$ cat src/rtl/dmem_arbiter.sv
// rtl/dmem_arbiter.sv - two-port round-robin arbiter with burst allowance for a single-port data memory
module dmem_arbiter #(
    parameter int ADDR_W = 32,
    parameter int DATA_W = 32,
    parameter int BURST  = 1
) (
    input  logic              clk_i,
    input  logic              rst_i,
    input  logic              r0_req_i,
    input  logic              r0_we_i,
    input  logic [ADDR_W-1:0] r0_addr_i,
    input  logic [DATA_W-1:0] r0_wdata_i,
    output logic              r0_gnt_o,
    output logic              r0_rvalid_o,
    output logic [DATA_W-1:0] r0_rdata_o,
    input  logic              r1_req_i,
    input  logic              r1_we_i,
    input  logic [ADDR_W-1:0] r1_addr_i,
    input  logic [DATA_W-1:0] r1_wdata_i,
    output logic              r1_gnt_o,
    output logic              r1_rvalid_o,
    output logic [DATA_W-1:0] r1_rdata_o,
    output logic [ADDR_W-1:0] mem_addr_o,
    output logic [DATA_W-1:0] mem_wdata_o,
    output logic              mem_we_o,
    output logic              mem_re_o,
    input  logic [DATA_W-1:0] mem_rdata_i,
    output logic              stall_o
);

    localparam logic [3:0] BURST_C = 4'(BURST);

    logic              last_gnt_q, last_gnt_d;
    logic [3:0]        burst_cnt_q, burst_cnt_d;
    logic              r0_rvalid_q, r1_rvalid_q;
    logic [DATA_W-1:0] r0_rdata_q, r1_rdata_q;
    logic              gnt0, gnt1, regrant;

    always_comb begin
        gnt0    = 1'b0;
        gnt1    = 1'b0;
        // A zero count only occurs out of reset, so the port opposite last_gnt wins first contention.
        regrant = (burst_cnt_q != 4'd0) && (burst_cnt_q < BURST_C);
        if (!rst_i) begin
            if (r0_req_i && r1_req_i) begin
                if (last_gnt_q) begin
                    gnt1 = regrant;
                    gnt0 = ~regrant;
                end else begin
                    gnt0 = regrant;
                    gnt1 = ~regrant;
                end
            end else begin
                gnt0 = r0_req_i;
                gnt1 = r1_req_i;
            end
        end
    end

    always_comb begin
        last_gnt_d  = last_gnt_q;
        burst_cnt_d = burst_cnt_q;
        if (gnt0 || gnt1) begin
            if (gnt1 == last_gnt_q) begin
                if (burst_cnt_q < BURST_C) begin
                    burst_cnt_d = burst_cnt_q + 4'd1;
                end
            end else begin
                last_gnt_d  = gnt1;
                burst_cnt_d = 4'd1;
            end
        end
    end

    always_comb begin
        mem_addr_o  = '0;
        mem_wdata_o = '0;
        mem_we_o    = 1'b0;
        mem_re_o    = 1'b0;
        if (gnt0) begin
            mem_addr_o  = r0_addr_i;
            mem_wdata_o = r0_wdata_i;
            mem_we_o    = r0_we_i;
            mem_re_o    = ~r0_we_i;
        end else if (gnt1) begin
            mem_addr_o  = r1_addr_i;
            mem_wdata_o = r1_wdata_i;
            mem_we_o    = r1_we_i;
            mem_re_o    = ~r1_we_i;
        end
    end

    always_ff @(posedge clk_i) begin
        if (rst_i) begin
            last_gnt_q  <= 1'b1;
            burst_cnt_q <= 4'd0;
            r0_rvalid_q <= 1'b0;
            r1_rvalid_q <= 1'b0;
            r0_rdata_q  <= '0;
            r1_rdata_q  <= '0;
        end else begin
            last_gnt_q  <= last_gnt_d;
            burst_cnt_q <= burst_cnt_d;
            r0_rvalid_q <= gnt0 & ~r0_we_i;
            r1_rvalid_q <= gnt1 & ~r1_we_i;
            if (gnt0 && !r0_we_i) begin
                r0_rdata_q <= mem_rdata_i;
            end
            if (gnt1 && !r1_we_i) begin
                r1_rdata_q <= mem_rdata_i;
            end
        end
    end

    assign r0_gnt_o    = gnt0;
    assign r1_gnt_o    = gnt1;
    assign r0_rvalid_o = r0_rvalid_q;
    assign r1_rvalid_o = r1_rvalid_q;
    assign r0_rdata_o  = r0_rdata_q;
    assign r1_rdata_o  = r1_rdata_q;
    assign stall_o     = r0_req_i & ~gnt0;

endmodule
$ cat config.mk
export PLATFORM = sky130hd
export DESIGN_NAME = dmem_arbiter
export DESIGN_NICKNAME = d
export VERILOG_FILES = /design/src/rtl/dmem_arbiter.sv
export SDC_FILE = /design/constraint.sdc
export NUM_CORES = 1
export LEC_CHECK = 0
export CORE_AREA = 2 2 115 117
export CTS_BUF_LIST = sky130_fd_sc_hd__clkbuf_4 sky130_fd_sc_hd__clkbuf_8
export DETAILED_ROUTE_END_ITERATION = 6
export DIE_AREA = 0 0 117 119
export GPL_TIMING_DRIVEN = 0
export PLACE_DENSITY = 0.7
export SYNTH_ARGS = -nofsm -noshare
export SYNTH_HDL_FRONTEND = slang
export SYNTH_SLANG_ARGS = --single-unit
$ cat constraint.sdc
create_clock -name clk_i -period 1.66 [get_ports clk_i]
set_input_delay 0.332 -clock clk_i [delete_from_list [all_inputs] [get_ports clk_i]]
set_output_delay 0.332 -clock clk_i [all_outputs]
set_load 0.1 [all_outputs]
# == Word-level counts from Yosys, hierarchy flattened ==
# Index checks and enable logic that the tools add are counted.
# totals
ff_bits,71
input_bits,166
output_inout_bits,135
elab_cells,44
# classes
add_sub_neg,1
magnitude_cmp,1
n_eq_ne,2
muxes,16
bitwise_logic,8
reduce_logical,10
# op_table
op,n
2-to-1 mux 32 bit,4
2-to-1 mux 1 bit,10
2-to-1 mux 4 bit,2
inverter 1 bit,5
adder 4 x 1 -> 4 bit (second input constant),1
logical AND 1 bit,4
less-than comparator 4 x 1 -> 1 bit (second input constant),1
AND reduction 2 bit,2
nonzero test 4 bit,1
AND 1 bit,3
logical NOT 1 bit,2
!= test 2 x 1 -> 1 bit (second input constant),1
== test 1 bit,1
logical OR 1 bit,1

# == Logic depth before layout (Yosys ltp) ==
# Gate-level depths: netlist of run 1.
# logic_depth
ltp_word,9
ltp_mapped,8
depth_no_buf,5

# == Least setup slack after synthesis of run 1 ==
# No wires, ideal clock.
# synth_path
path_kind,input to output
from,input port r1_req_i
to,output port mem_addr_o[20]
t_arrival_ns,2.672
required_ns,1.328
slack_ns,-1.344
cell_stages,4
n_path_buf,1
path_cell_list,nor2b_1 > nor3b_1 > clkbuf_1 > a22o_1
# synth_between
word_cells_on_any_way,7
cone_classes,mux (6); reduce/logical (1)
# synth_rtl
element,line,text
from (decl),16,"input logic r1_req_i,"
logical AND 1 bit,45,if (r0_req_i && r1_req_i) begin
2-to-1 mux 1 bit,45,
2-to-1 mux 1 bit,44,if (!rst_i) begin
net r0_gnt_o,13,"output logic r0_gnt_o,"
2-to-1 mux 32 bit,80,if (gnt0) begin
to (decl),23,"output logic [ADDR_W-1:0] mem_addr_o,"
# The timed path passes the listed nets, and every way through them passes these cells.

# == Worst setup path in the final report of run 1 ==
# layout_path
from,register last_gnt_q
to,output port mem_wdata_o[16]
# layout_between
elab_chain_cells,5
word_cells_on_any_way,8
cone_classes,mux (8)
# layout_lines
element,line,text
from (decl),33,"logic last_gnt_q, last_gnt_d;"
from (signal assigned),102,last_gnt_q <= last_gnt_d;
2-to-1 mux 1 bit,46,if (last_gnt_q) begin
2-to-1 mux 1 bit,45,
2-to-1 mux 1 bit,44,
2-to-1 mux 32 bit,85,end else if (gnt1) begin
2-to-1 mux 32 bit (*),80,
to (decl),24,"output logic [DATA_W-1:0] mem_wdata_o,"
# Mark *: on every way between the ends. The rest lies on a longest branch, timed or not.

==> results of run 1 <==
## metrics by stage
step	setup WS, ns	setup TNS (ns)
floorplan	-0.126	-5.48
global placement	-1.82	-150.49
detailed placement	-1.82	-154.48
CTS	-0.404	-27.35
global route	-0.472	-33.69
finish	-0.381	-26.01
## what timing repair did
action                     in CTS  in global routing
gates cloned                    6                  4
setup endpoints to repair     193                118
pin swaps                      16                  7
setup buffers                  14                  5
gates resized for setup       889                 37
## critical path, delay by kind of cell, from the launching register on
kind            cells  cell delay (ns)
compound gates      1             0.17
simple gates        2             0.30
buf+inv             3             0.53
flops               1             0.36
## placed cells by master, fill, tap and decap left out, types with 2 or more instances in the layout
cell type	instances
a21oi_2	13
a22o_4	64
a21oi_1	51
buf_8	7
dfxtp_1	66
clkdlybuf4s15_2	65
buf_6	11
nand2_1	122
clkinv_4	2
buf_12	77
clkinv_2	2
clkdlybuf4s50_1	160
buf_4	11
clkbuf_2	3
clkbuf_1	7
clkbuf_16	6
clkbuf_8	11
o21bai_1	2
buf_16	2
nor2_4	2
clkbuf_4	2
dlygate4sd2_1	3
nand2_2	6
## layout make-up
type / instances / area, µm² / share of cell area
Multi-Input combinational cell: 271 / 2160 / 0.256
Timing Repair Buffer: 324 / 4100 / 0.485
Clock inverter: 6 / 65.1 / 0.00769
Antenna cell: 1 / 2.50 / 0.000296
Tap cell: 176 / 220 / 0.0260
Buffer: 32 / 405 / 0.0479
Sequential cell: 67 / 1350 / 0.159
Clock buffer: 10 / 131 / 0.0155
Inverter: 2 / 25.0 / 0.00296
## final timing paths
check / slack [ns] / depth (start not counted) / endpoint
worst max-delay path: -0.38 / 6 / mem_wdata_o[16]
worst min-delay path: 0.33 / 3 / last_gnt_q
worst max register to register: -0.14 / 9 / r0_rdata_o[20]
worst min register to register: 0.45 / 2 / r0_rdata_o[23]
## cell families after synthesis
kind of cell	after synthesis	synth area share
buffers and inverters	38	0.0684
DFF	67	0.447
AOI/OAI and AO/OA	130	0.299
and+or+nand+nor	140	0.183
muxes	1	0.00334
## layer usage
layer	track usage	wire length, µm	part of all wire
met4	0.0529	266	0.017
met2	0.403	8590	0.54
met1	0.248	6050	0.38
met3	0.0748	1120	0.070
met5	0	13	0.00081
## power by group through the flow
stage | registers, mW | clock network, mW | logic (mW)
after floorplan | 2.05 | 0 | 1.29
after global placement | 1.72 | 0 | 2.41
after detailed placement | 1.72 | 0 | 2.42
after CTS | 1.68 | 1.41 | 2.85
after global routing | 1.69 | 1.50 | 2.99
final | 1.68 | 1.38 | 2.90
## flip-flops by register name, summed over array words and instances, names as in the netlist
| signal | flops |
|---|---|
| r0_rdata_o | 32 |
| last_gnt_q | 1 |
| r1_rdata_o | 32 |
| r0_rvalid_o | 1 |
| r1_rvalid_o | 1 |
==> summary.txt, run 1 <==
Max incr delay on CP: 0.36 ns
Final core occ: 0.657
Vias per Instance: 4.71
Net Count, Synth: 542
Initial core utilization: 0.233
Top FF cell, synth: dfxtp_1
Final cell count without fillers: 889
Area growth syn-to-layout: 182%
Clk slew on worst S/H paths: 0.07 ns
Crit-path cells: and2_4, nor2_4, buf_12, buf_6, a22o_4, buf_12
Final setup fails: 100
Critical Path Start Type: flip-flop
Synthesized area: 0.00300 mm²
Crit path capture type: output port
Fillers: 939
Antenna Nets Post-Route: 0
Count leader, synth: nand2_1
Die height: 119 µm
CTS tree: done
Lkg Pwr: 3.32 nW
Final Power: 5.96 mW
Synth top cells by count: nand2_1 (129), dfxtp_1 (67), a21oi_1 (64), a22o_1 (64), clkbuf_1 (13)
Post-synth cell types: 20
Final setup margin: -0.381 ns
Via total after detailed routing: 4185
Clock Skews: 0.00550 ns
Post-route minimum period: 2.04 ns
Final period util: 1.23
Grt total ovfl: 0
Most used cell, CP: buf_12
Final hold viol count: 0
DPL Wire Length: 11700 µm
Hold_buf cts: 0
TritonRoute pass-1 iters: 4
Status: finished, violations left
Rows: 42
Crit Path Max Fanout: 10
Routed WL: 16000 µm
Synth area leader: dfxtp_1
F_max: 490 MHz
Clock buffer depth: 2
Reg power frac: 0.282
Switching fraction of total power: 0.400
Ys Warns: 0
Hold Crit Start: r1_req_i
Syn Area/Cell: 7.98 µm²
# placed instances: 851
Psw: 2.39 mW
WP data required: 1.33 ns
Post-synth EDFFs: 0
H-tree depth: 3
Die width: 117 µm
Initial antenna violation count: 1
Synth Instances: 376
Sequential element share of the synthesized area: 0.447
Total of max-cap violations: 0
Sinks on Clock Net: 67
1st-iter DRT viols: 249
Crit path from: last_gnt_q
Clk Latency, worst-skew pair: 0.34 ns
Post-Layout Inst Area: 0.00846 mm²
Port buffer count: 299
P_int: 3.57 mW
Largest net degree at the start of global routing: 13
Routed len/inst: 18.0 µm
Worst-margin pin slew: 0.581 ns
Logic pwr share: 0.487
Cell Area, Placed: 0.00686 mm²
Clock share of power: 0.231
Max-slew headroom: 0.613
Ratio of cells with drive above 1 in the final layout: 0.421
Vias in the first global route: 4282
DRC viols: 0
Die area: 0.0139 mm²
Violated checks: negative setup slack
First-pass GRT wire length: 23600 µm
Root buf cell: clkbuf_8
Critical path class: flip-flop to output port
I/O Pins: 301
Slowest CP cell: dfxtp_4
Beginning of the worst register-to-register path: last_gnt_q
All-Layer GR Usage: 0.223
Async set-or-reset flop fraction in the synthesized netlist: 0
WHS: 0.331 ns
Final Max Tran Viols: 0
Worst Hold Class: input pin to flip-flop
Post-synth top area share: 0.447
Arr. time, crit path: 1.71 ns
FF+latch count, synth: 67
Max IR drop VDD: 0.349 mV
Core Region: 0.0129 mm²
Ranking of synthesized cells by area: dfxtp_1 (45%), a22o_1 (19%), nand2_1 (16%)
PD cells: 705 mW/mm²
RSZ-0062 raised after global routing: true
Nets@finish: 873
CTS buffer count: 9
Routability Congestion: 0.786
(Power assumes the default switching activity.)
==> run 2, diff against run 1 <==
==> config.mk (replaced) <==
export PLATFORM = sky130hd
export DESIGN_NAME = dmem_arbiter
export DESIGN_NICKNAME = d
export VERILOG_FILES = /design/src/rtl/dmem_arbiter.sv
export SDC_FILE = /design/constraint.sdc
export NUM_CORES = 1
export LEC_CHECK = 0
export ABC_AREA = 1
export CORE_AREA = 2 2 118 120
export CTS_BUF_LIST = sky130_fd_sc_hd__clkbuf_4 sky130_fd_sc_hd__clkbuf_8
export DETAILED_ROUTE_END_ITERATION = 6
export DIE_AREA = 0 0 120 122
export GPL_TIMING_DRIVEN = 0
export PLACE_DENSITY = 0.69
export RECOVER_POWER = 25
export SYNTH_ARGS = -nofsm -noshare
export SYNTH_HDL_FRONTEND = slang
export SYNTH_SLANG_ARGS = --single-unit
==> run 2 against run 1 <==
Against the previous run:
- the flow still finishes with violations (negative setup slack)
- area after synthesis increased by 7.8%
- combinational power up 7.6%
- via count grew 3.9%
- cell area grew 0.64%
- global-route usage increased by 1.3 points
- die area grew 5.1%
- wire length increased by 11%
- critical endpoint is now mem_wdata_o[19]
- worst hold slack worse by 0.14 ns
==> summary.txt, run 2 <==
Max IR drop VDD: 0.735 mV
Area growth syn-to-layout: 163%
Synth Area in XOR/XNOR: 0
Synth area leader: dfxtp_1
Final hold viol count: 0
Fillers: 1058
Lkg Pwr: 3.68 nW
Synthesized area: 0.00323 mm²
Core Region: 0.0135 mm²
Switching fraction of total power: 0.398
Sinks on Clock Net: 67
Worst-margin pin slew: 0.583 ns
Nets@finish: 934
Clock buffer depth: 2
Reg2reg path depth: 12
Sequential Area: 0.00134 mm²
TritonRoute pass-1 iters: 4
Final cell count without fillers: 961
Hold Crit Start: rst_i
Clock Skews: 0.00480 ns
Clk Latency, worst-skew pair: 0.35 ns
H-tree depth: 3
Via total after detailed routing: 4347
Critical path class: flip-flop to output port
1st-iter DRT viols: 175
Grt met3 use: 0.0885
Initial core utilization: 0.239
Largest family of logic cells by synthesized area: simple AND/OR/NAND/NOR gates
Port buffer count: 299
Max-slew headroom: 0.613
Rows: 43
All-Layer GR Usage: 0.236
Final period util: 1.18
First-pass GRT wire length: 26200 µm
Ys Warns: 0
Post-route minimum period: 1.97 ns
Synth top cells by count: nand2_1 (133), dfxtp_1 (67), nor2_1 (65)
Routed len/inst: 18.5 µm
Arr. time, crit path: 1.63 ns
Die area: 0.0146 mm²
Vias in the first global route: 4604
WP data required: 1.33 ns
Count leader, synth: nand2_1
Psw: 2.53 mW
I/O Pins: 301
Routability Congestion: 0.841
FF+latch count, synth: 67
Hold_buf cts: 0
Post-synthesis mux area share: 0
Adder-cell area share of the yosys netlist: 0
Area of the multi-input gates: 0.00212 mm²
Clk slew on worst S/H paths: 0.07 ns
Met2 Use GR: 0.430
Ranking of synthesized cells by area: dfxtp_1 (41%), a22o_1 (17%), nand2_1 (15%)
Post-synthesis compound-gate area fraction: 0.224
Largest net degree at the start of global routing: 19
Crit path capture type: output port
Top FF cell, synth: dfxtp_1
Flop-to-flop setup slack: -0.13 ns
Clock share of power: 0.241
CTS buffer count: 9
Post-synth EDFFs: 0
Routed WL: 17800 µm
Die width: 120 µm
WHS: 0.187 ns
DRC viols: 0
Async set-or-reset flop fraction in the synthesized netlist: 0
Logic pwr share: 0.490
Grt total ovfl: 0
Most Used Layer, Global Route: met2
Most frequent cells in the layout: clkdlybuf4s50_1 (162), nand2_1 (129), buf_12 (81), clkdlybuf4s15_2 (66), dfxtp_1 (66)
# placed instances: 924
CTS tree: done
Hold path cells: 2
Critical Path Start Type: flip-flop
Root buf cell: clkbuf_8
Final setup margin: -0.307 ns
F_max: 508 MHz
Final Max Tran Viols: 0
Reg power frac: 0.268
Pre-CTS setup slack: -1.68 ns
Simple-Gate Fraction of Synth Area: 0.244
Final core occ: 0.630
Status: finished, violations left
Most common cell after layout, fill and taps aside: clkdlybuf4s50_1
Syn Area/Cell: 7.27 µm²
P_int: 3.83 mW
Crit Path Max Fanout: 10
Violated checks: negative setup slack
Antenna Nets Post-Route: 0
Met1 Use GR: 0.225
Worst Hold Class: input pin to flip-flop
Beginning of the worst register-to-register path: last_gnt_q
Post-synth cell types: 18
PD cells: 747 mW/mm²
Post-synth top area share: 0.415
Synth Instances: 445
Net Count, Synth: 611
Ratio of cells with drive above 1 in the final layout: 0.354
Die height: 122 µm
R2R Path End: r0_rdata_o[20]
Initial antenna violation count: 8
Hold Path End: r1_rdata_o[16]
Sum Neg Setup Slack: -21.08 ns
Final setup fails: 101
Total of max-cap violations: 0
DPL Wire Length: 13200 µm
Sequential element share of the synthesized area: 0.415
Vias per Instance: 4.52
RSZ-0062 raised after global routing: true
-- run 2: cell count changes after synthesis, moves of 5 or more --
cell      before  now
inv_1          0   36
nor2_1         4   65
inv_2          0    5
clkbuf_1      13    7
a21oi_1       64   32
-- run 2: power groups by stage --
stage / clock network (mW) / registers, mW / logic, mW
after global routing: 1.63 / 1.71 / 3.21
after global placement: 0 / 1.74 / 2.63
final: 1.53 / 1.71 / 3.12
after detailed placement: 0 / 1.74 / 2.64
after floorplan: 0 / 2.19 / 1.32
after CTS: 1.58 / 1.71 / 3.09
-- run 2: through the flow --
stage	cell area [µm²]	total power, mW
2_1_floorplan	3780	3.52
3_3_place_gp	7000	4.36
3_5_place_dp	7000	4.38
4_1_cts	8430	6.37
5_1_grt	8510	6.56
6_report	8510	6.36
-- run 2: repair_timing --
action                                 CTS  global route
endpoints found under the hold margin    0             0
pin swaps                                5             2
setup endpoints to repair              135            91
cloned                                   5             1
gates resized for setup                883            13
buffers inserted                         8             2
-- run 2: worst max-delay path by stage --
stage / startpoint / to / slack [ns] / cells past startpoint
after CTS: last_gnt_q / mem_wdata_o[14] / -0.32 / 8
final: last_gnt_q / mem_wdata_o[19] / -0.31 / 8
after floorplan: rst_i / mem_we_o / -0.23 / 7
after global placement: r1_req_i / mem_wdata_o[27] / -1.66 / 9
after detailed placement: r1_req_i / mem_wdata_o[27] / -1.68 / 9
after global routing: last_gnt_q / mem_addr_o[7] / -0.37 / 8
-- run 2: area by class of cell --
type,count,share of cell area
timing repair buffer,315,0.472
multi-input combinational,301,0.249
sequential,67,0.158
buffer,32,0.0466
tap,180,0.0265
inverter,42,0.0193
clock buffer,11,0.0178
clock inverter,5,0.00882
antenna,8,0.00235
-- run 2: per-layer routing --
layer / share of wire / routed length, µm
met1: 0.33 / 5930
met5: 0 / 0
met3: 0.095 / 1690
met2: 0.53 / 9370
met4: 0.043 / 771
-- run 2: logic make-up after synthesis --
logic type | Yosys count
and+or+nand+nor | 204
AOI/OAI and AO/OA | 97
buffers and inverters | 77
DFF | 67
-- run 2: critical path, stage by stage (launching register included) --
cell and delay (ns):
dfxtp_2 0.34, inv_2 0.06, nand2_4 0.05, nand3_4 0.08
inv_6 0.05, buf_12 0.14, buf_12 0.15, a22o_4 0.24
buf_12 0.17
==> run 3, diff against run 2 <==
--- a/config.mk
+++ b/config.mk
@@ -11,8 +11,9 @@
 export DETAILED_ROUTE_END_ITERATION = 6
 export DIE_AREA = 0 0 120 122
 export GPL_TIMING_DRIVEN = 0
-export PLACE_DENSITY = 0.69
+export PLACE_DENSITY = 0.74
 export RECOVER_POWER = 25
+export SLEW_MARGIN = 20
 export SYNTH_ARGS = -nofsm -noshare
 export SYNTH_HDL_FRONTEND = slang
 export SYNTH_SLANG_ARGS = --single-unit
==> run 3 against run 2 <==
Against the previous run:
- the flow still finishes with violations (negative setup slack)
- setup slack worse by 0.0098 ns
- critical endpoint is now mem_wdata_o[18]
- cell count is 0.52% higher
- largest cell class unchanged
- highest routed layer is now met5
- first-iteration DRC count is 6.9% lower
- clock skew is 0.0019 ns higher
==> summary.txt, run 3 (synthesis results as in run 2) <==
DRC viols: 0
1st-iter DRT viols: 163
Clk slew on worst S/H paths: 0.07 ns
First-pass GRT wire length: 25100 µm
Flop-to-flop setup slack: -0.12 ns
Initial antenna violation count: 8
Clk Latency, worst-skew pair: 0.35 ns
Cell Area, Placed: 0.00700 mm²
Hold Path End: r1_rdata_o[16]
I/O Pins: 301
Routability Congestion: 0.819
Initial core utilization: 0.239
R2R Path End: r0_rdata_o[14]
Ratio of cells with drive above 1 in the final layout: 0.362
Die width: 120 µm
DPL Wire Length: 12500 µm
Final period util: 1.19
All-Layer GR Usage: 0.227
Area growth syn-to-layout: 168%
Hold path cells: 2
Total of max-cap violations: 0
Beginning of the worst register-to-register path: last_gnt_q
Max IR drop VDD: 0.707 mV
Final core occ: 0.643
Vias per Instance: 4.44
Most common cell after layout, fill and taps aside: clkdlybuf4s50_1
Final Max Tran Viols: 0
Status: finished, violations left
Post-route minimum period: 1.98 ns
CTS tree: done
Worst Hold Class: input pin to flip-flop
Root buf cell: clkbuf_8
Largest net degree at the start of global routing: 19
Fillers: 1048
Crit path capture type: output port
Critical Path Start Type: flip-flop
RSZ-0062 raised after global routing: true
Die area: 0.0146 mm²
Max-slew headroom: 0.617
Port buffer count: 299
Violated checks: negative setup slack
Core Region: 0.0135 mm²
Post-Layout Inst Area: 0.00868 mm²
Clock buffer depth: 2
Final setup margin: -0.317 ns
Routed len/inst: 17.8 µm
PD cells: 739 mW/mm²
Arr. time, crit path: 1.64 ns
CTS buffer count: 9
Sinks on Clock Net: 67
H-tree depth: 3
Hold_buf cts: 0
Lkg Pwr: 3.75 nW
Rows: 43
Reg2reg path depth: 11
Most frequent cells in the layout: clkdlybuf4s50_1 (162), nand2_1 (129), buf_12 (79), clkdlybuf4s15_2 (66), dfxtp_1 (66)
Crit Path Max Fanout: 5
Critical path class: flip-flop to output port
Vias in the first global route: 4385
F_max: 506 MHz
Clock Skews: 0.00667 ns
Via total after detailed routing: 4289
Final hold viol count: 0
Final setup fails: 96
Worst-margin pin slew: 0.577 ns
TritonRoute pass-1 iters: 4
WP data required: 1.33 ns
Antenna Nets Post-Route: 0
Routed WL: 17200 µm
Die height: 122 µm
Nets@finish: 941
Grt total ovfl: 0
Hold Crit Start: rst_i
[run 3: final cells by class]
class	instances	area, µm²	area share
Clock inverter	4	72.6	0.00836
Inverter	42	165	0.0190
Buffer	32	374	0.0431
Antenna cell	6	15.0	0.00173
Tap cell	180	225	0.0260
Sequential cell	67	1340	0.155
Timing Repair Buffer	322	4180	0.482
Clock buffer	12	159	0.0183
Multi-Input combinational cell	301	2150	0.247
[run 3: how the worst max path moves through the flow]
| stage | slack (ns) | to | from |
|---|---|---|---|
| 2_1_floorplan | -0.23 | mem_we_o | rst_i |
| 3_3_place_gp | -1.69 | mem_wdata_o[22] | r1_req_i |
| 3_5_place_dp | -1.67 | mem_wdata_o[22] | r1_req_i |
| 4_1_cts | -0.32 | mem_wdata_o[11] | last_gnt_q |
| 5_1_grt | -0.36 | mem_wdata_o[18] | last_gnt_q |
| 6_report | -0.32 | mem_wdata_o[18] | last_gnt_q |
[run 3: timing repair]
item                       in CTS  in global routing
gates cloned                    8                  3
gates resized for setup       885                 17
setup buffers                   6                  6
pin swaps                       6                  5
setup endpoints to repair     135                 91
[run 3: stage by stage]
step                worst slack, ns  hold WS, ns  std cells  power (mW)  setup TNS (ns)
finish                       -0.317        0.201        966        6.42          -20.56
global placement              -1.69        0.452        924        4.36         -118.66
global route                 -0.365        0.187        965        6.64          -29.53
detailed placement            -1.67        0.456        924        4.37         -117.77
floorplan                    -0.232        0.458        445        3.52           -1.90
CTS                          -0.317        0.186        952        6.41          -19.69
[run 3: where the power goes]
part	switching [mW]	internal (mW)	total (mW)
logic	1.88	1.27	3.15
registers	0.0323	1.67	1.71
clock network	0.619	0.942	1.56
total	2.53	3.88	6.42
[run 3: per-layer routing]
metal | track usage | part of all wire | wire (µm) | vias up
met4 | 0.0934 | 0.030 | 517 | 2
met1 | 0.240 | 0.36 | 6260 | 1949
li1 | - | - | - | 2114
met5 | 0 | 0.00076 | 13 | -
met2 | 0.406 | 0.51 | 8820 | 192
met3 | 0.0875 | 0.092 | 1580 | 32
[run 3: critical path, stage by stage (launching register included)]
cell and delay (ns):
dfxtp_2 0.34, inv_2 0.06, nand2_4 0.05, nand3_4 0.08, inv_6 0.06, clkbuf_16 0.16, buf_12 0.13, a22o_4 0.24
buf_12 0.17
